==> config.mk <==
export PLATFORM = sky130hd
export DESIGN_NAME = mem_access_unit
export DESIGN_NICKNAME = d
export VERILOG_FILES = /design/src/rtl/lc3_mem_pkg.sv /design/src/rtl/reg_16.sv /design/src/rtl/mem_access_unit.sv
export SDC_FILE = /design/constraint.sdc
export NUM_CORES = 1
export LEC_CHECK = 0
export BUFFER_PORTS_ARGS = -buffer_cell sky130_fd_sc_hd__buf_2
export CAP_MARGIN = 20
export CORE_MARGIN = 5
export CORE_UTILIZATION = 47
export CTS_BUF_LIST = sky130_fd_sc_hd__clkbuf_4
export DETAILED_ROUTE_END_ITERATION = 12
export PLACE_DENSITY = 0.94
export SETUP_SLACK_MARGIN = 0.15
export SLEW_MARGIN = 15
export SYNTH_ARGS = -nofsm -noshare
export SYNTH_HDL_FRONTEND = slang
export SYNTH_SLANG_ARGS = --single-unit
==> constraint.sdc <==
create_clock -name clk -period 3.2 [get_ports clk]
set_input_delay 0.64 -clock clk [delete_from_list [all_inputs] [get_ports clk]]
set_output_delay 0.64 -clock clk [all_outputs]
set_load 0.05 [all_outputs]
==> src/rtl/lc3_mem_pkg.sv <==
// Shared definitions for the LC-3 style memory access unit: state names and the
// memory-mapped I/O address.
package lc3_mem_pkg;

   typedef enum logic [1:0] {
      IDLE    = 2'd0,
      RD_WAIT = 2'd1,
      WR_WAIT = 2'd2,
      DONE    = 2'd3
   } mem_state_e;

   // Plain-vector copies of the state names for logic that stores state as logic [1:0]
   localparam logic [1:0] ST_IDLE    = IDLE;
   localparam logic [1:0] ST_RD_WAIT = RD_WAIT;
   localparam logic [1:0] ST_WR_WAIT = WR_WAIT;
   localparam logic [1:0] ST_DONE    = DONE;

   localparam logic [15:0] MMIO_ADDR = 16'hFFFF;

   function automatic logic [3:0] wait_load(input int cycles);
      return 4'(cycles - 1);
   endfunction

endpackage

==> src/rtl/reg_16.sv <==
// 16-bit register with load enable and asynchronous active-high reset.
module reg_16 (
   input  logic        clk,
   input  logic        rst,
   input  logic        ld,
   input  logic [15:0] d,
   output logic [15:0] q
);

   always_ff @(posedge clk or posedge rst) begin
      if (rst)
         q <= '0;
      else if (ld)
         q <= d;
   end

endmodule

==> src/rtl/mem_access_unit.sv <==
// Memory access unit: MAR/MDR, a wait-state read/write sequencer and an optional
// memory-mapped display/switch port at 16'hFFFF, enabled by defining MEM_IO_MAP_EN.
module mem_access_unit
   import lc3_mem_pkg::*;
#(
   parameter int WAIT_CYCLES = 2
) (
   input  logic        clk,
   input  logic        rst,
   input  logic [15:0] bus,
   input  logic        ld_mar,
   input  logic        ld_mdr,
   input  logic        mio_en,
   input  logic        mem_rd,
   input  logic        mem_wr,
   input  logic [15:0] mem_rdata,
   input  logic [15:0] sw,
   output logic [15:0] mar,
   output logic [15:0] mdr,
   output logic [15:0] mem_addr,
   output logic [15:0] mem_wdata,
   output logic        mem_oe,
   output logic        mem_we,
   output logic        busy,
   output logic        r,
   output logic [15:0] hex_out
);

   logic [1:0]  state;
   logic [1:0]  state_next;
   logic [3:0]  wait_cnt;
   logic [3:0]  wait_cnt_next;
   logic        idle;
   logic        last_wait;
   logic        mmio_hit;
   logic        mar_ld;
   logic        mdr_ld;
   logic [15:0] mdr_d;
   logic        mdr_from_bus;
   logic        mdr_from_mem;
   logic        mdr_from_sw;
   logic        hex_ld;

   assign idle      = (state == ST_IDLE);
   assign last_wait = (wait_cnt == 4'd0);

`ifdef MEM_IO_MAP_EN
   assign mmio_hit = (mar == MMIO_ADDR);
`else
   assign mmio_hit = 1'b0;
`endif

   // Requests are only accepted in IDLE; a read takes priority over a write
   always_comb begin
      state_next    = state;
      wait_cnt_next = wait_cnt;
      case (state)
         ST_IDLE: begin
            if (mem_rd) begin
               state_next    = mmio_hit ? ST_DONE : ST_RD_WAIT;
               wait_cnt_next = wait_load(WAIT_CYCLES);
            end else if (mem_wr) begin
               state_next    = mmio_hit ? ST_DONE : ST_WR_WAIT;
               wait_cnt_next = wait_load(WAIT_CYCLES);
            end
         end
         ST_RD_WAIT, ST_WR_WAIT: begin
            if (last_wait)
               state_next = ST_DONE;
            else
               wait_cnt_next = wait_cnt - 4'd1;
         end
         default: state_next = ST_IDLE;
      endcase
   end

   always_ff @(posedge clk or posedge rst) begin
      if (rst) begin
         state    <= ST_IDLE;
         wait_cnt <= 4'd0;
      end else begin
         state    <= state_next;
         wait_cnt <= wait_cnt_next;
      end
   end

   assign mar_ld       = idle && ld_mar;
   assign mdr_from_bus = idle && ld_mdr && !mio_en;
   assign mdr_from_mem = (state == ST_RD_WAIT) && last_wait && mio_en;
   assign mdr_from_sw  = idle && mem_rd && mmio_hit && mio_en;
   assign mdr_ld       = mdr_from_bus || mdr_from_mem || mdr_from_sw;
   assign mdr_d        = mdr_from_mem ? mem_rdata :
                         mdr_from_sw  ? sw        : bus;

   // Display register only captures on a memory-mapped write that is not shadowed by a read
   assign hex_ld = idle && mem_wr && !mem_rd && mmio_hit;

   reg_16 u_mar (
      .clk (clk),
      .rst (rst),
      .ld  (mar_ld),
      .d   (bus),
      .q   (mar)
   );

   reg_16 u_mdr (
      .clk (clk),
      .rst (rst),
      .ld  (mdr_ld),
      .d   (mdr_d),
      .q   (mdr)
   );

   reg_16 u_hex (
      .clk (clk),
      .rst (rst),
      .ld  (hex_ld),
      .d   (mdr),
      .q   (hex_out)
   );

   assign mem_addr  = mar;
   assign mem_wdata = mdr;
   assign mem_oe    = (state == ST_RD_WAIT);
   assign mem_we    = (state == ST_WR_WAIT);
   assign busy      = !idle;
   assign r         = (state == ST_DONE);

endmodule

Word level (Yosys, flattened, before mapping)
Cells that the tools add are included.
Operators by class
  add/sub/neg operators: 1
  eq/ne operators: 6
  muxes and demuxes: 9
  reduce and logical (&&, ||, !) cells: 14
Operator list (count)
  2-to-1 mux 16 bit: 1
  2-to-1 mux 4 bit: 3
  case mux 4 bit (2 select lines): 1
  2-to-1 mux 2 bit: 3
  logical AND 1 bit: 5
  == test 2 bit, second input constant: 2
  zero test 4 bit: 1
  inequality test 2 bit, second input constant: 2
  case mux 2 bit (2 select lines): 1
  subtractor 4 x 1 -> 4 bit, second input constant: 1
  inequality test 3 bit, second input constant: 1
  AND reduction 3 bit: 1
  == test 2 x 1 -> 1 bit, second input constant: 1
  zero test 1 bit: 2
  zero test 2 bit: 1
  AND reduction 2 bit: 1
  nonzero test 2 bit: 1
  OR reduction 2 bit: 1
  logical OR 1 bit: 1
Word-level totals
  flip-flop bits (word level): 38
  output and inout bits: 84

Depth between registers and ports, before layout
Gate-level depths: netlist (run 1).
  word-level depth: 4
  mapped depth: 7
  depth with buffers taken out: 5

Hierarchy
A second synthesis (run 1) with hierarchy kept.
Unflattened totals
  cells, all modules: 209
  area, all modules: 2941.6 µm²
Modules (own cells, without submodules)
  reg_16: instances 3, cells an instance 35, area an instance 653.1 µm²
  mem_access_unit: instances 1, cells an instance 104, area an instance 982.2 µm²

Least setup slack after synthesis (run 1)
No wires, ideal clock.
  path kind: reg2reg
  from: register state[1]
  to: register u_mdr.q[0]
  setup time: 0.126 ns
  arrival time: 1.673 ns
  required time: 3.074 ns
  path slack: 1.401 ns
  cell stages (with the launch flop): 7
  path buffers: 2
  period minus slack after synthesis: 1.799 ns
  cells stage by stage: dfrtp_1 -> inv_1 -> ha_1 -> and3_1 -> buf_6 -> buf_8 -> a221o_1
On the way
  cells in the longest elaborated chain, start to end: 4
Ends and longest elaborated chain
  start, declared: line mem_access_unit.sv:29  | logic [1:0] state;
  start signal, assigned: line mem_access_unit.sv:82  | state <= state_next;
  == test 2 x 1 -> 1 bit (*)
  net mem_oe: line mem_access_unit.sv:22  | output logic mem_oe,
  logical AND 1 bit (*) (2 in series): line mem_access_unit.sv:89  | assign mdr_from_mem = (state == ST_RD_WAIT) && last_wait && mio_en;
  2-to-1 mux 16 bit / logical OR 1 bit (equally long branches): line mem_access_unit.sv:92, mem_access_unit.sv:91
  end signal, assigned: line reg_16.sv:12  | q <= '0;
  end signal, assigned: line reg_16.sv:14  | q <= d;
  end, declared: line reg_16.sv:7  | output logic [15:0] q
Mark *: on every way through the listed nets, which the timed path passes. The rest lies on a longest branch.
A chain may end at the register's enable or synchronous reset.

Worst setup path in the final report (run 1)
  from: register wait_cnt[0]
  to: register u_mdr.q[4]
On the way
  cells in the longest elaborated chain, start to end: 4
Ends and longest elaborated chain
  start, declared: line mem_access_unit.sv:31  | logic [3:0] wait_cnt;
  start signal, assigned: line mem_access_unit.sv:83  | wait_cnt <= wait_cnt_next;
  zero test 4 bit (*): line mem_access_unit.sv:45  | assign last_wait = (wait_cnt == 4'd0);
  logical AND 1 bit (*) (2 in series): line mem_access_unit.sv:89
  2-to-1 mux 16 bit / logical OR 1 bit (equally long branches): line mem_access_unit.sv:92, mem_access_unit.sv:91
Every way passes the cells marked *; elsewhere a longest branch is shown, timed or not.

==> results of run 1 <==
metrics by stage:
| step | instances | hold WS, ps | area [um2] | setup WS, ps |
|---|---|---|---|---|
| 2_1_floorplan | 199 | 512.3 | 2205 | 1401 |
| 3_3_place_gp | 303 | 499.2 | 2392 | 1182 |
| 3_5_place_dp | 303 | 509.9 | 2392 | 1119 |
| 4_1_cts | 310 | 342.2 | 2464 | 1071 |
| 5_1_grt | 310 | 372.9 | 2464 | 929.9 |
| 6_report | 310 | 336.3 | 2464 | 1104 |
worst max path at each step:
stage / to / slack (ps)
after floorplan: u_mdr.q[0] / 1400
after global placement: u_mdr.q[6] / 1180
after detailed placement: u_mdr.q[15] / 1120
after CTS: u_mdr.q[4] / 1070
after global routing: u_mdr.q[2] / 930
final: u_mdr.q[4] / 1100
cell type report:
type	count	area, um2
Fill cell	377	1921
Inverter	7	26.28
Tap cell	52	65.06
Clock buffer	5	37.54
Sequential cell	38	950.9
Multi-Input combinational cell	99	812.0
Timing Repair Buffer	107	538.0
Clock inverter	2	33.78
worst reg2reg max path, cell delays in order (launching register included):
cell	delay, ps
dfrtp_1	410
inv_1	100
ha_1	210
nor3b_4	420
and3_1	620
a221o_1	270
kinds of logic after synthesis:
group / share of synthesized area, %
adders and majority gates: 3.494
DFF: 44.26
AOI/OAI and AO/OA: 12.87
other: 0.1746
muxes: 8.387
and+or+nand+nor: 10.25
buffers and inverters: 20.56
state kept, by name, summed over array words and instances (netlist names):
register and count:
state 2, u_mar.q 16, u_mdr.q 16, wait_cnt 4
routing by layer:
metal,share of wire (%),track usage (%),vias to the layer above,wire length [um]
met5,0,0,-,0
met4,1.8,5.842,0,86
met3,8.1,4.514,7,383
met2,52,27.80,61,2434
met1,38,17.38,726,1809
li1,-,-,735,-
layout by cell type (no fill, tap or decap), drive strengths merged, types with 2 or more instances in the layout:
cell / n
clkbuf: 5
inv: 7
a21oi: 3
nand2: 2
and2: 16
and3: 3
and3b: 2
a221o: 16
a22o: 2
buf: 107
mux2: 16
conb: 16
dfrtp: 38
o32ai: 2
ha: 6
nor3b: 3
o31ai: 2
==> metrics.yaml, run 1 <==
routing:
  drc: 0
  ant_nets: 0
  vias: 1529
  wirelength_mm: 4.713
  drtIter0Drc: 44
  wire_per_inst_um: 15.20
  dr.pass1.iters: 4
  vias_per_cell: 4.932
yosys:
  synth_most_common_cell: "buf_4"
  yosysSeqAreaShare_pct: 44.26
  ys_seq_elements: 38
  ys.flop_type: "dfrtp_1"
  synth_area_um2: 2148
  synth-edff-count: 0
  synth_common_cells: "48 x buf_4, 38 x dfrtp_1, 16 x a221o_1, 16 x and2_1, 16 x mux2_2"
  synthDominantCellAreaShare_pct: 44.26
  yosysTopAreaCell: "dfrtp_1"
  synth.avg_cell_area_um2: 11.68
  yosys_warnings: 0
  synth_cell_type_count: 32
  async_flop_share_pct: 100.0
  synthTopCellsByArea: "dfrtp_1 44%, buf_4 17%, mux2_2 8.4%"
  postSynthCellCount: 184
worst_setup_path:
  path_class: "flop to flop"
  start_kind: "flop"
  required_ps: 3470
  path_buf_inv: 1
  crit_slowest_cell: "and3_1"
  crit_path_end_kind: "flop"
  cp.depth: 5
  r2r_start: "wait_cnt[0]"
  cp_data_arrival_time_ps: 2370
  path_max_fanout: 16
  r2r_setup_slack_ps: 1100
  rr_endpoint: "u_mdr.q[4]"
  slowest_delay_ps: 620
  cp_top_family: "simple AND/OR/NAND/NOR gates"
  startpoint: "wait_cnt[0]"
  rr_worst_depth: 5
  cp_cell_sequence: "inv_1 -> ha_1 -> nor3b_4 -> and3_1 -> a221o_1"
floorplan:
  fp.dieArea_um2: 6023
  io_pins: 139
  start_util_pct: 49.00
  die_x_um: 77.61
  fp.dieH_um: 77.61
  fp-row-count: 24
  core_um2: 4384
clock_network:
  clk_pin_slew_ps: 100
  cts.sinks: 38
  cts_tree: "done"
  h-tree-depth: 2
  postCtsSetupRepairBufs: 0
  postCtsResizedCells: 0
  clockRootBuffer: "clkbuf_4"
  cts_buffers: 5
  insertion_delay_ps: 330
  clockBufferDepth: 2
  holdBufCountCts: 0
sta:
  fmax_ghz: 0.4772
  rsz0062_at_grt: "false"
  relSlewSlack_pct: 49.71
  setup_tns_ps: 0
  clock_skew_ps: 6.150
  tightest_slew_ps: 752.6
  drv_slew: 0
  fin_crit_sh_pct: 65.49
  finalHoldViolations: 0
  fin_crit_ps: 2096
  setup_viol: 0
grt:
  grt_start_max_net_pins: 26
  overflow: 0
  grt_pass1_vias: 1536
  globalRouteTotalUtil_pct: 15.58
  grt_antenna_before_repair: 0
  grt_pass1_wl_mm: 7.590
cells_and_area:
  drive_gt1_share_pct: 51.55
  utilization_pct: 56.19
  n_antenna_cell: 0
  nets: 319
  area.growth.synth_to_final_pct: 14.68
run:
  max_cap_violations: 0
worst_hold_path:
  hp-class: "input port to asynchronous set/reset pin"
outcome:
  status: "finished, final reports clean"
placement:
  dp_hpwl_mm: 3.770
  place_congestion: 0.7623
  port_buffers: 106
Power of run 1 is left out: the tool's default activity adds up to more than one toggle a clock period on the data nets, which glitch-free logic cannot reach.
==> inputs of run 2 (changes only) <==
ABC_AREA = 1   (was default)
CORE_UTILIZATION = 44   (was 47)
PLACE_DENSITY = 0.89   (was 0.94)
clock period = 2 ns   (was 3.2 ns; I/O delays follow)
==> metrics.yaml, run 2 <==
yosys:
  ys_seq_elements: 38  # unchanged
  synth-xor-area-share_pct: 0  # unchanged
  synth_compound_area_share_pct: 2.093  # -11 points
  yosysTopAreaCell: "dfrtp_1"
  synth_area_um2: 2152  # +0.17%
  synth_top_family_by_area: "buffers and inverters"
  synth_most_common_cell: "buf_4"
  synthTopCellsByArea: "dfrtp_1 44%, buf_4 17%, nand3_1 8.4%"
  synth_common_cells: "48 x buf_4, 47 x nand2_1, 38 x dfrtp_1"
  synth.avg_cell_area_um2: 9.236  # -21%
  yosysSeqAreaShare_pct: 44.19  # -0.077 points
  synthDominantCellAreaShare_pct: 44.19  # -0.077 points
  synthAdderAreaFrac_pct: 3.488  # -0.0061 points
  yosys_warnings: 0  # unchanged
  postSynthCellCount: 233  # +27%
  synth_cell_type_count: 19  # -41%
  yosys.area_share.simple_pct: 20.12  # +9.9 points
  synth-edff-count: 0  # unchanged
  async_flop_share_pct: 100.0  # unchanged
  ys.flop_type: "dfrtp_1"
  muxShareOfSynthArea_pct: 8.372  # -0.015 points
grt:
  grt_pass1_wl_mm: 8.079  # +6.4%
  globalRouteTotalUtil_pct: 16.07  # +0.49 points
  grt_pass1_vias: 1687  # +9.8%
  overflow: 0  # unchanged
  grt_antenna_before_repair: 0  # unchanged
  grt_start_max_net_pins: 39  # +50%
outcome:
  status: "finished, final reports clean"
cells_and_area:
  nets: 371  # +16%
  top_regs: "u_mar.q (16), u_mdr.q (16), wait_cnt (4)"
  final_common_cell: "buf_2"
  drive_gt1_share_pct: 45.66  # -5.9 points
  final_cell_mix: "104 x buf_2, 47 x nand2_1, 37 x dfrtp_1, 36 x nand3_1"
  num-fill-cells: 447  # +19%
  area.growth.synth_to_final_pct: 17.50
  n_antenna_cell: 0  # unchanged
sta:
  finalHoldViolations: 0  # unchanged
  fmax_ghz: 0.5588
  fin_crit_ps: 1789
  drv_slew: 0  # unchanged
  clock_skew_ps: 14.85  # +8.700 ps
  setup_tns_ps: 0  # unchanged
  setup_viol: 0  # unchanged
  rsz0062_at_grt: "true"
  fin_crit_sh_pct: 89.47
clock_network:
  cts_buffers: 5  # unchanged
  clockBufferDepth: 2  # unchanged
  postCtsSetupRepairBufs: 0  # unchanged
  cts.sinks: 38  # unchanged
  cts_tree: "done"
  clockRootBuffer: "clkbuf_4"
  h-tree-depth: 2  # unchanged
  insertion_delay_ps: 330  # about the same
  clk_pin_slew_ps: 120  # +20 ps
floorplan:
  die_x_um: 79.94  # +3.0%
  fp.dieArea_um2: 6390  # +6.1%
  start_util_pct: 45.56  # -3.4 points
  fp.dieH_um: 79.94  # +3.0%
  fp-row-count: 25  # +4.2%
  io_pins: 139  # unchanged
  core_um2: 4723  # +7.7%
routing:
  wirelength_mm: 5.168  # +9.7%
  wire_per_inst_um: 13.67  # -10%
  drc: 0  # unchanged
  vias: 1708  # +12%
  dr.pass1.iters: 4  # unchanged
  dr.max_layer_used: "met4"
  wl_met1_mm: 1.881  # +4.0%
  met3_length_um: 347  # -9.4%
  drtIter0Drc: 70  # +59%
  ant_nets: 0  # unchanged
  vias_per_cell: 4.519  # -8.4%
  routed-wl-met2_mm: 2.886  # +19%
worst_setup_path:
  required_ps: 1600  # -1870 ps
  path_class: "flop to output pin"
  start_kind: "flop"
  crit_path_end_kind: "output pin"
  cp_data_arrival_time_ps: 1390  # -980 ps
  path_max_fanout: 6  # -10
placement:
  dp_hpwl_mm: 4.044  # +7.3%
  port_buffers: 106  # unchanged
  place_congestion: 0.7470  # -2.0%
worst_hold_path:
  hp-class: "input port to asynchronous set/reset pin"
run:
  max_cap_violations: 0  # unchanged
-- run 2: per-stage QoR --
stage	instances	cell area (um2)	hold slack [ps]	util [%]	worst slack [ps]
after global placement	370	2437	495.2	51.60	351.4
after CTS	378	2525	168.2	53.46	175.3
after floorplan	248	2208	474.2	-	313.1
final	378	2529	161.8	53.54	210.5
after detailed placement	370	2437	507.1	51.60	299.0
after global routing	378	2529	196.2	53.54	124.0
-- run 2: critical path, cell delays in order, from the launching register on --
cell and delay (ps):
dfrtp_1 450, inv_1 110, ha_2 240, inv_1 70, buf_4 190
-- run 2: cell type report --
type | instances | area, um2 | share of cell area [%]
Clock buffer | 7 | 52.55 | 2.078
Tap cell | 67 | 83.83 | 3.315
Inverter | 15 | 56.30 | 2.227
Sequential cell | 38 | 952.2 | 37.65
Timing Repair Buffer | 109 | 558.0 | 22.07
Clock inverter | 1 | 30.03 | 1.188
Multi-Input combinational cell | 141 | 795.8 | 31.47
-- run 2: metal layers --
metal  global-route usage, %  vias to the layer above
met5                       0                        -
met4                   5.236                        0
met3                   3.273                        5
met2                   31.04                       73
met1                   17.08                      794
li1                        -                      836
-- run 2: cell families after synthesis --
kind of cell	count (synthesis)
buffers and inverters	69
other	1
muxes	16
and+or+nand+nor	94
adders and majority gates	6
AOI/OAI and AO/OA	9
DFF	38
-- run 2: path summary, 6_finish.rpt --
path,from,end,slack [ps],cells after the start
min,rst,u_mar.q[12],160,3
max reg2reg,state[0],wait_cnt[1],380,6
min in group clk,mem_rdata[9],u_mdr.q[9],270,3
max in group asynchronous,rst,state[1],1480,3
min reg2reg,u_mar.q[5],u_mar.q[5],540,1
max,state[0],busy,210,4
-- run 2: what timing repair did --
action / 4_1_cts / 5_1_grt
gates resized for setup: 2 / 2
hold endpoints to repair: 0 / 0
pin swaps: 0 / 0
hold buffers: 0 / 0
setup endpoints to repair: 1 / 2
Power of run 2 is left out for the same reason.
